**src/rtl/stall_sequencer_pkg.sv**
```systemverilog
// Shared definitions for the multi-cycle stall sequencer.
// Contents:
//   - opcode and control-field enums
//   - the control bundle struct and its flattened form
//   - the idle (NOP) bundle
//   - helpers for the sequence length and the segment-select width
package stall_sequencer_pkg;

  typedef enum logic [1:0] {POP = 2'd0, CBF = 2'd1, CBB = 2'd2} op_code;

  typedef enum logic {SS_IDLE = 1'b0, SS_RUN = 1'b1} stall_state_e;

  typedef enum logic {DISABLE = 1'b0, ENABLE = 1'b1} control_e;
  typedef enum logic [1:0] {ALU_INC, ALU_DEC, ALU_PASS, ALU_ADD} alu_op_e;
  typedef enum logic {ALU_FROM_CACHE, ALU_FROM_STACK} alu_src_e;
  typedef enum logic {ADDR_FROM_HEAD, ADDR_FROM_ALU} mem_addr_e;
  typedef enum logic {MEM_FROM_ACC, MEM_FROM_PC} mem_src_e;
  typedef enum logic [1:0] {MEM_NONE, MEM_READ, MEM_WRITE} mem_op_e;
  typedef enum logic {PC_INCREMENTED, PC_LOADED} pc_src_e;
  typedef enum logic {ACC_FROM_ALU, ACC_FROM_MEM} acc_src_e;
  typedef enum logic {CORE_S, STALL_S} state_e;

  typedef struct packed {
    control_e  cache_write;
    control_e  head_write;
    control_e  stack_write;
    control_e  acc_write;
    control_e  pc_write;
    control_e  loader_select;
    alu_op_e   alu_op;
    alu_src_e  alu_src;
    mem_addr_e mem_addr;
    mem_src_e  mem_src;
    mem_op_e   mem_op;
    pc_src_e   pc_src;
    acc_src_e  acc_src;
    state_e    state;
  } control_bundle_s;

  localparam int CONTROL_W = $bits(control_bundle_s);
  typedef logic [CONTROL_W-1:0] control_bundle_f;

  // Idle bundle: every enable off, ownership handed back to the core.
  localparam control_bundle_s STALL_NOP_BUNDLE = '{
    cache_write: DISABLE, head_write: DISABLE, stack_write: DISABLE,
    acc_write: DISABLE, pc_write: DISABLE, loader_select: DISABLE,
    alu_op: ALU_INC, alu_src: ALU_FROM_CACHE, mem_addr: ADDR_FROM_HEAD,
    mem_src: MEM_FROM_ACC, mem_op: MEM_NONE, pc_src: PC_INCREMENTED,
    acc_src: ACC_FROM_ALU, state: CORE_S};

  // Number of memory phases an instruction needs. CBF/CBB move the extra
  // PC words; with a single-word PC that is zero phases.
  function automatic int unsigned stall_len(op_code op, int unsigned pc_segs);
    if (op == CBF || op == CBB) return pc_segs - 1;
    return 1;
  endfunction

  function automatic int unsigned seg_width(int unsigned pc_segs);
    return (pc_segs > 1) ? $clog2(pc_segs) : 1;
  endfunction

endpackage

```
**src/rtl/stall_sequencer_if.sv**
```systemverilog
// Handshake bundle between the core controller and the stall sequencer.
// The master modport is the core/memory side (start, instruction, mem_ack).
// The slave modport is the sequencer (busy, done, seg_sel, controls).
interface stall_sequencer_if import stall_sequencer_pkg::*; #(
  parameter int PC_SEGS = 2
) ();
  localparam int SEG_W = seg_width(PC_SEGS);

  logic             start;
  op_code           instruction;
  logic             mem_ack;
  logic             busy;
  logic             done;
  logic [SEG_W-1:0] seg_sel;
  control_bundle_f  controls;

  modport master (output start, instruction, mem_ack,
                  input  busy, done, seg_sel, controls);
  modport slave  (input  start, instruction, mem_ack,
                  output busy, done, seg_sel, controls);
endinterface

```
**src/rtl/stall_sequencer_bundle_rom.sv**
```systemverilog
// stall_bundle_rom: pure combinational decode of the control bundle for one
// running phase.
// Ports:
//   op      latched opcode
//   last    current phase is the final one
//   mem_ack memory accepted this phase
//   bundle  control bundle for this phase
module stall_bundle_rom import stall_sequencer_pkg::*; (
  input  op_code          op,
  input  logic            last,
  input  logic            mem_ack,
  output control_bundle_s bundle
);
  always_comb begin
    bundle         = STALL_NOP_BUNDLE;
    bundle.acc_src = ACC_FROM_ALU;
    bundle.state   = STALL_S;
    case (op)
      CBF: begin
        bundle.cache_write   = ENABLE;
        bundle.alu_op        = ALU_INC;
        bundle.alu_src       = ALU_FROM_CACHE;
        bundle.loader_select = ENABLE;
        bundle.mem_addr      = ADDR_FROM_ALU;
        bundle.mem_src       = MEM_FROM_PC;
        bundle.mem_op        = MEM_WRITE;
        bundle.pc_src        = PC_INCREMENTED;
      end
      CBB: begin
        // The final word goes straight to the PC, not the cache.
        bundle.cache_write   = last ? DISABLE : ENABLE;
        bundle.alu_op        = ALU_DEC;
        bundle.alu_src       = ALU_FROM_CACHE;
        bundle.loader_select = ENABLE;
        bundle.mem_addr      = ADDR_FROM_ALU;
        bundle.mem_src       = MEM_FROM_ACC;
        bundle.mem_op        = MEM_READ;
        bundle.pc_src        = PC_LOADED;
      end
      default: begin
        bundle.cache_write   = DISABLE;
        bundle.alu_op        = ALU_DEC;
        bundle.alu_src       = ALU_FROM_STACK;
        bundle.loader_select = DISABLE;
        bundle.mem_addr      = ADDR_FROM_HEAD;
        bundle.mem_src       = MEM_FROM_ACC;
        bundle.mem_op        = MEM_WRITE;
        bundle.pc_src        = PC_INCREMENTED;
      end
    endcase
    // The PC update and the hand-back to the core happen only in the cycle
    // in which the final phase is accepted.
    if (last && mem_ack) begin
      bundle.pc_write = ENABLE;
      bundle.state    = CORE_S;
    end
  end
endmodule

```
**src/rtl/stall_sequencer.sv**
```systemverilog
// stall_sequencer: multi-cycle stall controller for instructions that need
// several memory operations. It owns the control bundle while busy.
// Ports:
//   clock  rising-edge clock
//   reset  synchronous, active-high
//   bus    slave side of stall_sequencer_if
//          (start/instruction/mem_ack in; busy/done/seg_sel/controls out)
// States:
//   SS_IDLE | NOP bundle out, waiting for start
//   SS_RUN  | stepping phases, advancing on mem_ack
module stall_sequencer import stall_sequencer_pkg::*; #(
  parameter int PC_SEGS = 2
) (
  input logic             clock,
  input logic             reset,
  stall_sequencer_if.slave bus
);
  localparam int SEG_W = seg_width(PC_SEGS);

  stall_state_e     state_q, state_d;
  logic [SEG_W-1:0] ph_q, ph_d;
  logic [SEG_W-1:0] last_idx_q, last_idx_d;
  op_code           op_q, op_d;
  logic             done_q, done_d;
  logic             last;
  int unsigned      start_len;
  control_bundle_s  run_bundle;

  assign start_len = stall_len(bus.instruction, PC_SEGS);
  assign last      = (ph_q == last_idx_q);

  always_ff @(posedge clock) begin
    if (reset) begin
      state_q    <= SS_IDLE;
      ph_q       <= '0;
      last_idx_q <= '0;
      op_q       <= POP;
      done_q     <= 1'b0;
    end else begin
      state_q    <= state_d;
      ph_q       <= ph_d;
      last_idx_q <= last_idx_d;
      op_q       <= op_d;
      done_q     <= done_d;
    end
  end

  always_comb begin
    state_d    = state_q;
    ph_d       = ph_q;
    last_idx_d = last_idx_q;
    op_d       = op_q;
    done_d     = 1'b0;
    case (state_q)
      SS_IDLE: begin
        if (bus.start) begin
          if (start_len == 0) begin
            // Nothing to move: acknowledge without taking the bundle.
            done_d = 1'b1;
          end else begin
            op_d       = bus.instruction;
            last_idx_d = SEG_W'(start_len - 1);
            ph_d       = '0;
            state_d    = SS_RUN;
          end
        end
      end
      SS_RUN: begin
        if (bus.mem_ack) begin
          if (last) begin
            done_d  = 1'b1;
            state_d = SS_IDLE;
          end else begin
            ph_d = ph_q + SEG_W'(1);
          end
        end
      end
      default: state_d = SS_IDLE;
    endcase
  end

  stall_bundle_rom u_rom (
    .op      (op_q),
    .last    (last),
    .mem_ack (bus.mem_ack),
    .bundle  (run_bundle)
  );

  assign bus.busy     = (state_q == SS_RUN);
  assign bus.done     = done_q;
  // Segment 0 is moved by the core itself, so the loader starts at 1.
  assign bus.seg_sel  = (state_q == SS_RUN && (op_q == CBF || op_q == CBB))
                        ? ph_q + SEG_W'(1) : '0;
  assign bus.controls = (state_q == SS_RUN) ? control_bundle_f'(run_bundle)
                                            : control_bundle_f'(STALL_NOP_BUNDLE);
endmodule

```
**src/flat_wrapper.sv**
```systemverilog
// flat-port wrapper written by rule: the top's interface ports become plain ports
module stall_sequencer_flat import stall_sequencer_pkg::*;
#(
  parameter int PC_SEGS = 2
)
  (clock, reset, bus_start, bus_instruction, bus_mem_ack, bus_busy, bus_done, bus_seg_sel, bus_controls);
  stall_sequencer_if #(.PC_SEGS(PC_SEGS)) bus_i ();
  input logic clock;
  input logic reset;
  input wire logic [$bits(bus_i.start)-1:0] bus_start;
  input wire logic [$bits(bus_i.instruction)-1:0] bus_instruction;
  input wire logic [$bits(bus_i.mem_ack)-1:0] bus_mem_ack;
  output wire logic [$bits(bus_i.busy)-1:0] bus_busy;
  output wire logic [$bits(bus_i.done)-1:0] bus_done;
  output wire logic [$bits(bus_i.seg_sel)-1:0] bus_seg_sel;
  output wire logic [$bits(bus_i.controls)-1:0] bus_controls;
  assign bus_i.start = bus_start;
  assign bus_i.instruction = bus_instruction;
  assign bus_i.mem_ack = bus_mem_ack;
  assign bus_busy = bus_i.busy;
  assign bus_done = bus_i.done;
  assign bus_seg_sel = bus_i.seg_sel;
  assign bus_controls = bus_i.controls;
  stall_sequencer #(.PC_SEGS(PC_SEGS)) u_core (.clock(clock), .reset(reset), .bus(bus_i));
endmodule
```
**config.mk**
```make
export PLATFORM = sky130hd
export DESIGN_NAME = stall_sequencer_flat
export DESIGN_NICKNAME = d
export VERILOG_FILES = /design/src/rtl/stall_sequencer_pkg.sv /design/src/rtl/stall_sequencer_if.sv /design/src/rtl/stall_sequencer_bundle_rom.sv /design/src/rtl/stall_sequencer.sv /design/src/flat_wrapper.sv
export SDC_FILE = /design/constraint.sdc
export NUM_CORES = 1
export LEC_CHECK = 0
export ABC_CLOCK_PERIOD_IN_PS = 3950
export CAP_MARGIN = 15
export CORE_AREA = 5 5 42 44
export DETAILED_ROUTE_END_ITERATION = 7
export DIE_AREA = 0 0 47 49
export PLACE_DENSITY = 0.66
export SLEW_MARGIN = 20
export SYNTH_ARGS = -nofsm -noshare
export SYNTH_HDL_FRONTEND = slang
export SYNTH_SLANG_ARGS = --single-unit
export TNS_END_PERCENT = 30
```
**constraint.sdc**
```tcl
create_clock -name clock -period 3.95 [get_ports clock]
set_clock_uncertainty 0.15 [all_clocks]
set_input_delay 0.79 -clock clock [delete_from_list [all_inputs] [get_ports clock]]
set_output_delay 0.79 -clock clock [all_outputs]
set_load 0.005 [all_outputs]
```
==> results of run 1 <==
-- critical path: stages --
cell and delay (ns):
clkdlybuf4s50_1 0.52, and3b_1 0.22, clkdlybuf4s50_1 0.52
-- cell usage in the layout (no fill, tap or decap) --
cell	instances
and2b_1	1
nor2b_2	1
nor3b_1	1
clkbuf_1	1
nor2b_1	4
a21oi_1	1
o31ai_1	2
dfxtp_1	5
ha_1	4
clkbuf_4	3
and2_1	3
nor2_1	1
and3b_1	1
nand4bb_1	2
a21boi_1	1
a2111oi_2	1
conb_1	5
inv_1	3
nor3_1	1
clkdlybuf4s50_1	19
-- worst min path at each step --
stage,end,slack (ns),cells after the start
2_1_floorplan,u_core.ph_q,0.32,2
3_3_place_gp,u_core.ph_q,0.34,2
3_5_place_dp,u_core.ph_q,0.35,2
4_1_cts,u_core.ph_q,0.35,2
5_1_grt,u_core.ph_q,0.38,2
6_report,u_core.ph_q,0.35,2
-- per-stage QoR --
stage               cell area [µm²]  util [%]
floorplan                     397.9         -
global placement              540.5     38.57
detailed placement            540.5     38.57
CTS                           566.8     40.45
global route                  566.8     40.45
finish                        566.8     40.45
-- cells by family after synthesis --
kind of cell	Yosys count	share of synthesized area [%]
AND/OR/NAND/NOR	15	28.10
buffers and inverters	12	20.59
AO/OA/AOI/OAI	5	11.11
flip-flops	5	26.14
adder cells (fa/ha/maj)	4	13.07
other	1	0.9795
-- layout make-up --
class / count / area [µm²] / share of cell area, %
clock buffer: 4 / 26.28 / 4.636
tap: 16 / 20.02 / 3.532
timing repair buffer: 19 / 190.2 / 33.55
multi-input combinational: 29 / 219.0 / 38.63
inverter: 3 / 11.26 / 1.987
sequential: 5 / 100.1 / 17.66
-- state kept, by name, summed over array words and instances, names as in the netlist --
name / flops
u_core.bus.busy: 1
u_core.bus.done: 1
u_core.op_q: 2
u_core.ph_q: 1
-- layer usage --
layer / share of wire [%] / GRT usage (%) / wire [µm]
met5: 0 / 0 / 0
met2: 46 / 10.41 / 352
met1: 36 / 7.506 / 272
met4: 2.2 / 4.147 / 17
met3: 15 / 5.904 / 116
-- power groups by stage --
stage / Sequential, W / Combinational [W] / Clock [W]
floorplan: 0.0000560 / 0.0000223 / 0
global placement: 0.0000578 / 0.0000375 / 0
detailed placement: 0.0000579 / 0.0000380 / 0
CTS: 0.0000570 / 0.0000382 / 0.0000622
global route: 0.0000576 / 0.0000418 / 0.0000673
finish: 0.0000568 / 0.0000376 / 0.0000598
==> metrics.txt, run 1 <==
outcome complete, no violations; residual DRC count 0; setup TNS 0 ns; Netlist cell types 18; sequential power share 36.8%; Cell Pwr Density 272.0 nW/µm²; vias per inst 4.303; period utilisation layout 75.77%; RR Startpoint u_core.bus.busy; Die Ht 49 µm; vias in the first global route 275; dpl ws 0.9759 ns; unrepaired setup endpoints after global routing no; R2R Setup Slk 2.73 ns; core area 1401 µm²; Critical Path RT 3.01 ns; Hold Slack 0.3527 ns; #FFs+latches synth 5; syn avg cell area 9.116 µm²; FF-to-FF path depth 2; ys flop type dfxtp_1; Via Count 327; Min-Delay Path Class reg2reg; n_diodes 0; CTS tree done; post-route minimum period 2.993 ns; final-report setup violation count 0; Switching Share 25.13%; CTS max path bufs 2; most frequent cell after synthesis buf_4; LEAKAGE 0.2219 nW; CP Max Fanout 3; area share of the largest cell type after synthesis 26.14%; synth top area cells dfxtp_1 26%, buf_4 18%, ha_1 13%, nor2b_1 6.5%, nand4bb_1 5.9%; EDFF count, synth 0; Worst setup endpoint bus_controls[11]; Setup crit start kind input port; clk root buf clkbuf_4; largest net degree at the start of global routing 16; DP Wirelength 604.1 µm; post-layout worst setup margin 0.9572 ns; Critical Path AT 2.05 ns; Routed Antenna Nets 0; area leader, netlist dfxtp_1; nets 71; CTS H-tree depth 1; Netlist Area Pre-Place 382.9 µm²; Crit. End Element primary output; drt wl/cell 9.987 µm; most frequent cells after synthesis 9 x buf_4, 5 x dfxtp_1, 4 x ha_1, 4 x nor2b_1; max cap viols 0; non-filler instance count after layout 76; PortBufs 19; max-slew violation count 0; first-pass GRT wire length 1166 µm; Yosys warning total 0; Max VDD drop 0.0001742 V; reg2reg end u_core.ph_q; Sw Pwr 0.00003874 W; clock insertion delay at the later pin of the skew report 0.24 ns; Syn Inst Count 42; Logic pwr share 24.4%; initial antenna violation count 0; Post-CTS Setup Repair Bufs 0; Post-CTS Hold Buffers 0; placed cell count 72; full die area 2303 µm²; WS Path Type in2out; initial drt markers 1; TritonCTS Buffers 3; Initial Utilization 27.32%; CTS clk-pin slew, worst paths 0.04 ns; clock power share 38.8%; Final Total Pwr 0.0001542 W; GRT Residual Overflow 0; # IOs 25; Layout fillers 149; Layout area overhead 48.04%; hold_sp u_core.ph_q; CP startpoint bus_mem_ack; Peak Freq 334.1 MHz; die width 47 µm; layout cell share with drive strength beyond 1 8.333%; num rows 14; Internal Power 0.0001154 W; cts repair resizes 0; # clock sinks 5; Routed WL 759 µm; global-route total usage across every layer 7.405%; Pre-antenna DRT Iters 2; GP Congestion 0.6730; post-synthesis async set-or-reset flop share 0%; sequential-to-total area share from yosys stat 26.14%; Final Hold Fails 0
No activity file was read; power rests on OpenSTA's default activity.
==> run 2: changes to the inputs <==
Settings changed: ABC_CLOCK_PERIOD_IN_PS 3950 to 2500, PLACE_DENSITY 0.66 to 0.69.
Clock period 3.95 ns to 2.5 ns, I/O delays scaled along.
==> run 2 against run 1 <==
Sequential cell count is the same. First-iteration DRC count grew to 5.0 times the previous value. Via count grew 2.4%. Wire length grew 0.26%. Global-route usage grew 0.060 points. Largest cell class unchanged. Highest routed layer is now met3.
==> metrics.txt, run 2 (same netlist as run 1, synthesis figures left out) <==
worst-path cell chain clkdlybuf4s50_1 > and3b_1 > clkdlybuf4s50_1; GP Congestion 0.6791 (+0.91%); nets 72 (+1.4%); clk root buf clkbuf_4; CTS max path bufs 2 (unchanged); Layout area overhead 53.59%; Cell Pwr Density 419.9 nW/µm² (+54%); # IOs 25 (unchanged); Hold Slack 0.3577 ns (+0.004948 ns); CP max-delay cell clkdlybuf4s50_1; CP Max Fanout 3 (unchanged); WS Path Type in2out; layout cell share with drive strength beyond 1 14.75% (+6.4 points); Via Count 335 (+2.4%); Peak Freq 415.0 MHz; full die area 2303 µm² (unchanged); DP Wirelength 599.2 µm (-0.81%); CTS tree done; outcome complete, no violations; Critical Path AT 1.76 ns (-0.29 ns); max-slew violation count 0 (unchanged); die width 47 µm (unchanged); commonest non-fill, non-tap cell in the layout clkdlybuf4s50_1; n_diodes 0 (unchanged); largest net degree at the start of global routing 16 (unchanged); Largest Register u_core.op_q; residual DRC count 0 (unchanged); most used cell, CP clkdlybuf4s50_1; dpl ws 0.09590 ns (-0.8800 ns); Routed WL 761 µm (+0.26%); Initial Utilization 27.32% (unchanged); GRT Residual Overflow 0 (unchanged); Crit. End Element primary output; CTS H-tree depth 1 (unchanged); post-route minimum period 2.410 ns; drt wl/cell 9.883 µm (-1.0%); Pre-antenna DRT Iters 3 (+1); LEAKAGE 0.2282 nW (+2.8%); period utilisation layout 96.38%; unrepaired setup endpoints after global routing no; Max stage delay on crit path 0.52 ns (about the same); Final Hold Fails 0 (unchanged); # clock sinks 5 (unchanged); most frequent cells in the layout 19 x clkdlybuf4s50_1, 5 x conb_1, 4 x nor2b_1, 4 x dfxtp_1; global-route total usage across every layer 7.465% (+0.060 points); final-report setup violation count 0 (unchanged); Routed Antenna Nets 0 (unchanged); core area 1401 µm² (unchanged); CTS clk-pin slew, worst paths 0.05 ns (about the same); post-layout util 41.96% (+1.5 points); Setup crit start kind input port; max FFs per register 2 (unchanged); initial drt markers 5 (+4); Die Ht 49 µm (unchanged); setup TNS 0 ns (unchanged); first-pass GRT wire length 1221 µm (+4.7%); max cap viols 0 (unchanged); Critical Path RT 1.85 ns (-1.16 ns); TritonCTS Buffers 3 (unchanged); Final Total Pwr 0.0002469 W (+60%); Min-Delay Path Class reg2reg; Max VDD drop 0.0002656 V (+52%); PortBufs 19 (unchanged); num rows 14 (unchanged); clock insertion delay at the later pin of the skew report 0.24 ns (about the same); vias per inst 4.351 (+1.1%); initial antenna violation count 0 (unchanged); vias in the first global route 292 (+6.2%); post-layout worst setup margin 0.09045 ns (-0.8668 ns)
[run 2: cell type report]
cell class / count / area (µm²)
timing repair buffer: 20 / 197.7
clock buffer: 4 / 26.28
tap: 16 / 20.02
multi-input combinational: 29 / 231.5
sequential: 5 / 101.3
fill: 143 / 813.3
inverter: 3 / 11.26
[run 2: timing repair]
item,4_1_cts,5_1_grt
hold buffers,0,0
resized for setup,1,2
buffers inserted,1,0
setup endpoints to repair,1,3
endpoints found under the hold margin,0,0
[run 2: final timing paths]
kind | startpoint | to | slack [ns] | depth (start not counted)
min reg2reg | u_core.ph_q | u_core.ph_q | 0.36 | 2
max reg2reg | u_core.bus.busy | u_core.ph_q | 1.28 | 2
max | bus_mem_ack | bus_controls[11] | 0.09 | 3
min | u_core.ph_q | u_core.ph_q | 0.36 | 2
[run 2: through the flow]
stage / instances / area, µm²
floorplan: 46 / 397.9
global placement: 72 / 540.5
detailed placement: 72 / 540.5
CTS: 77 / 575.6
global route: 77 / 588.1
finish: 77 / 588.1
[run 2: worst max-delay path, delay by kind of cell]
family / cells / cell delay (ns)
AND/OR/NAND/NOR: 1 / 0.23
buffers and inverters: 2 / 1.03
[run 2: report_power, final]
part | total [W] | internal (W) | switching (W)
registers | 0.0000908 | 0.0000843 | 0.00000647
clock network | 0.0000938 | 0.0000604 | 0.0000335
logic | 0.0000623 | 0.0000405 | 0.0000218
total | 0.000247 | 0.000185 | 0.0000618
[run 2: layer usage]
metal | vias to the layer above | wire (µm) | GRT usage [%]
met3 | 0 | 108 | 5.535
met5 | - | 0 | 0
li1 | 165 | - | -
met1 | 153 | 284 | 8.132
met4 | 0 | 0 | 2.765
met2 | 17 | 367 | 10.86
==> run 3: changes to the inputs <==
Settings changed: CTS_BUF_LIST set to sky130_fd_sc_hd__clkbuf_4.
==> run 3 against run 2 <==
Register-to-register slack about the same. First-iteration DRC count stayed put. Via count stayed put. Clock power increased by 12%. Non-clock buffer count unchanged. Sequential share of layout area down 0.11 points. Sequential cell count did not move. Final area is 0.64% higher.
==> metrics.txt, run 3 (same netlist as run 1, synthesis figures left out) <==
residual DRC count 0 (unchanged); clk root buf clkbuf_4; CTS H-tree depth 1 (unchanged); max FFs per register 2 (unchanged); Initial Utilization 27.32% (unchanged); WS Path Type in2out; Critical Path AT 1.76 ns (about the same); drt wl/cell 9.935 µm (+0.53%); Layout fillers 141 (-1.4%); num rows 14 (unchanged); max-slew violation count 0 (unchanged); worst hold stages 2 (unchanged); CTS max path bufs 2 (unchanged); commonest non-fill, non-tap cell in the layout clkdlybuf4s50_1; outcome complete, no violations; Cell Pwr Density 436.8 nW/µm² (+4.0%); layout cell share with drive strength beyond 1 16.39% (+1.6 points); Critical Path RT 1.85 ns (about the same); Crit. End Element primary output; non-filler instance count after layout 77 (unchanged); Routed Antenna Nets 0 (unchanged); first-pass GRT wire length 1221 µm (unchanged); n_diodes 0 (unchanged); global-route total usage across every layer 7.465% (unchanged); vias in the first global route 292 (unchanged); Register Area 101.3 µm² (unchanged); CTS clk-pin slew, worst paths 0.05 ns (about the same); unrepaired setup endpoints after global routing no; Routed WL 765 µm (+0.53%); initial antenna violation count 0 (unchanged); CP Max Fanout 3 (unchanged); Max VDD drop 0.0002667 V (+0.41%); initial drt markers 5 (unchanged); Final Total Pwr 0.0002585 W (+4.7%); PortBufs 19 (unchanged); clock insertion delay at the later pin of the skew report 0.24 ns (about the same); LEAKAGE 0.2316 nW (+1.5%); Layout area overhead 54.58%; area of the multi-input gates 231.5 µm² (unchanged); max cap viols 0 (unchanged); worst-path cell chain clkdlybuf4s50_1 > and3b_1 > clkdlybuf4s50_1; # IOs 25 (unchanged); GP Congestion 0.6791 (unchanged); most frequent cells in the layout 19 x clkdlybuf4s50_1, 5 x conb_1, 4 x nor2b_1, 4 x clkbuf_4, 4 x dfxtp_1; Min-Delay Path Class reg2reg; largest net degree at the start of global routing 16 (unchanged); final-report setup violation count 0 (unchanged); vias per inst 4.351 (unchanged); Final Hold Fails 0 (unchanged); most used cell, CP clkdlybuf4s50_1; period utilisation layout 96.38% (unchanged); Hold Slack 0.3577 ns (unchanged); Post-CTS Hold Buffers 0 (unchanged); die width 47 µm (unchanged); full die area 2303 µm² (unchanged); Setup crit start kind input port; TritonCTS Buffers 3 (unchanged); Pre-antenna DRT Iters 3 (unchanged); CTS tree done; CP max-delay cell clkdlybuf4s50_1; nets 72 (unchanged); placed cell count 72 (unchanged); post-route minimum period 2.410 ns (unchanged); core area 1401 µm² (unchanged); setup TNS 0 ns (unchanged); # clock sinks 5 (unchanged); Via Count 335 (unchanged); DP Wirelength 599.2 µm (unchanged); Die Ht 49 µm (unchanged); GRT Residual Overflow 0 (unchanged); Max stage delay on crit path 0.52 ns (about the same); Largest Register u_core.op_q; FF-to-FF path depth 2 (unchanged); Peak Freq 415.0 MHz (unchanged)
run 3: worst paths after layout:
kind | slack [ns] | from | endpoint
worst max-delay path | 0.09 | bus_mem_ack | bus_controls[11]
worst min-delay path | 0.36 | u_core.ph_q | u_core.ph_q
worst max register to register | 1.28 | u_core.bus.busy | u_core.ph_q
worst min register to register | 0.36 | u_core.ph_q | u_core.ph_q
run 3: area by class of cell:
type                       count  area share, %
multi-input combinational     29          39.11
timing repair buffer          20          33.40
sequential                     5          17.12
clock buffer                   4          5.074
tap                           16          3.383
inverter                       3          1.903
run 3: what timing repair did:
item / CTS / global route
resized for setup: 1 / 2
setup endpoints to repair: 1 / 3
buffers inserted: 1 / 0
run 3: metal layers:
metal / track usage [%] / up-vias / share of wire, %
li1: - / 165 / -
met1: 8.132 / 153 / 37
met2: 10.86 / 17 / 48
met3: 5.535 / 0 / 14
met4: 2.765 / 0 / 0
met5: 0 / - / 0
run 3: worst max-delay path, delay by kind of cell:
kind,cells,cell delay (ns)
buffers and inverters,2,1.03
AND/OR/NAND/NOR,1,0.23
run 3: per-stage QoR:
step                      util, %  area, µm²  setup WS, ns
after CTS                   41.34      579.3       0.02439
final                       42.23      591.8       0.09045
after detailed placement    38.57      540.5       0.09590
after global placement      38.57      540.5        0.1018
after floorplan                 -      397.9        0.7723
after global routing        42.23      591.8       0.01707
run 3: where the power goes:
group	internal [W]	switching, W
Clock	0.0000712	0.0000342
Combinational	0.0000405	0.0000218
Sequential	0.0000843	0.00000647
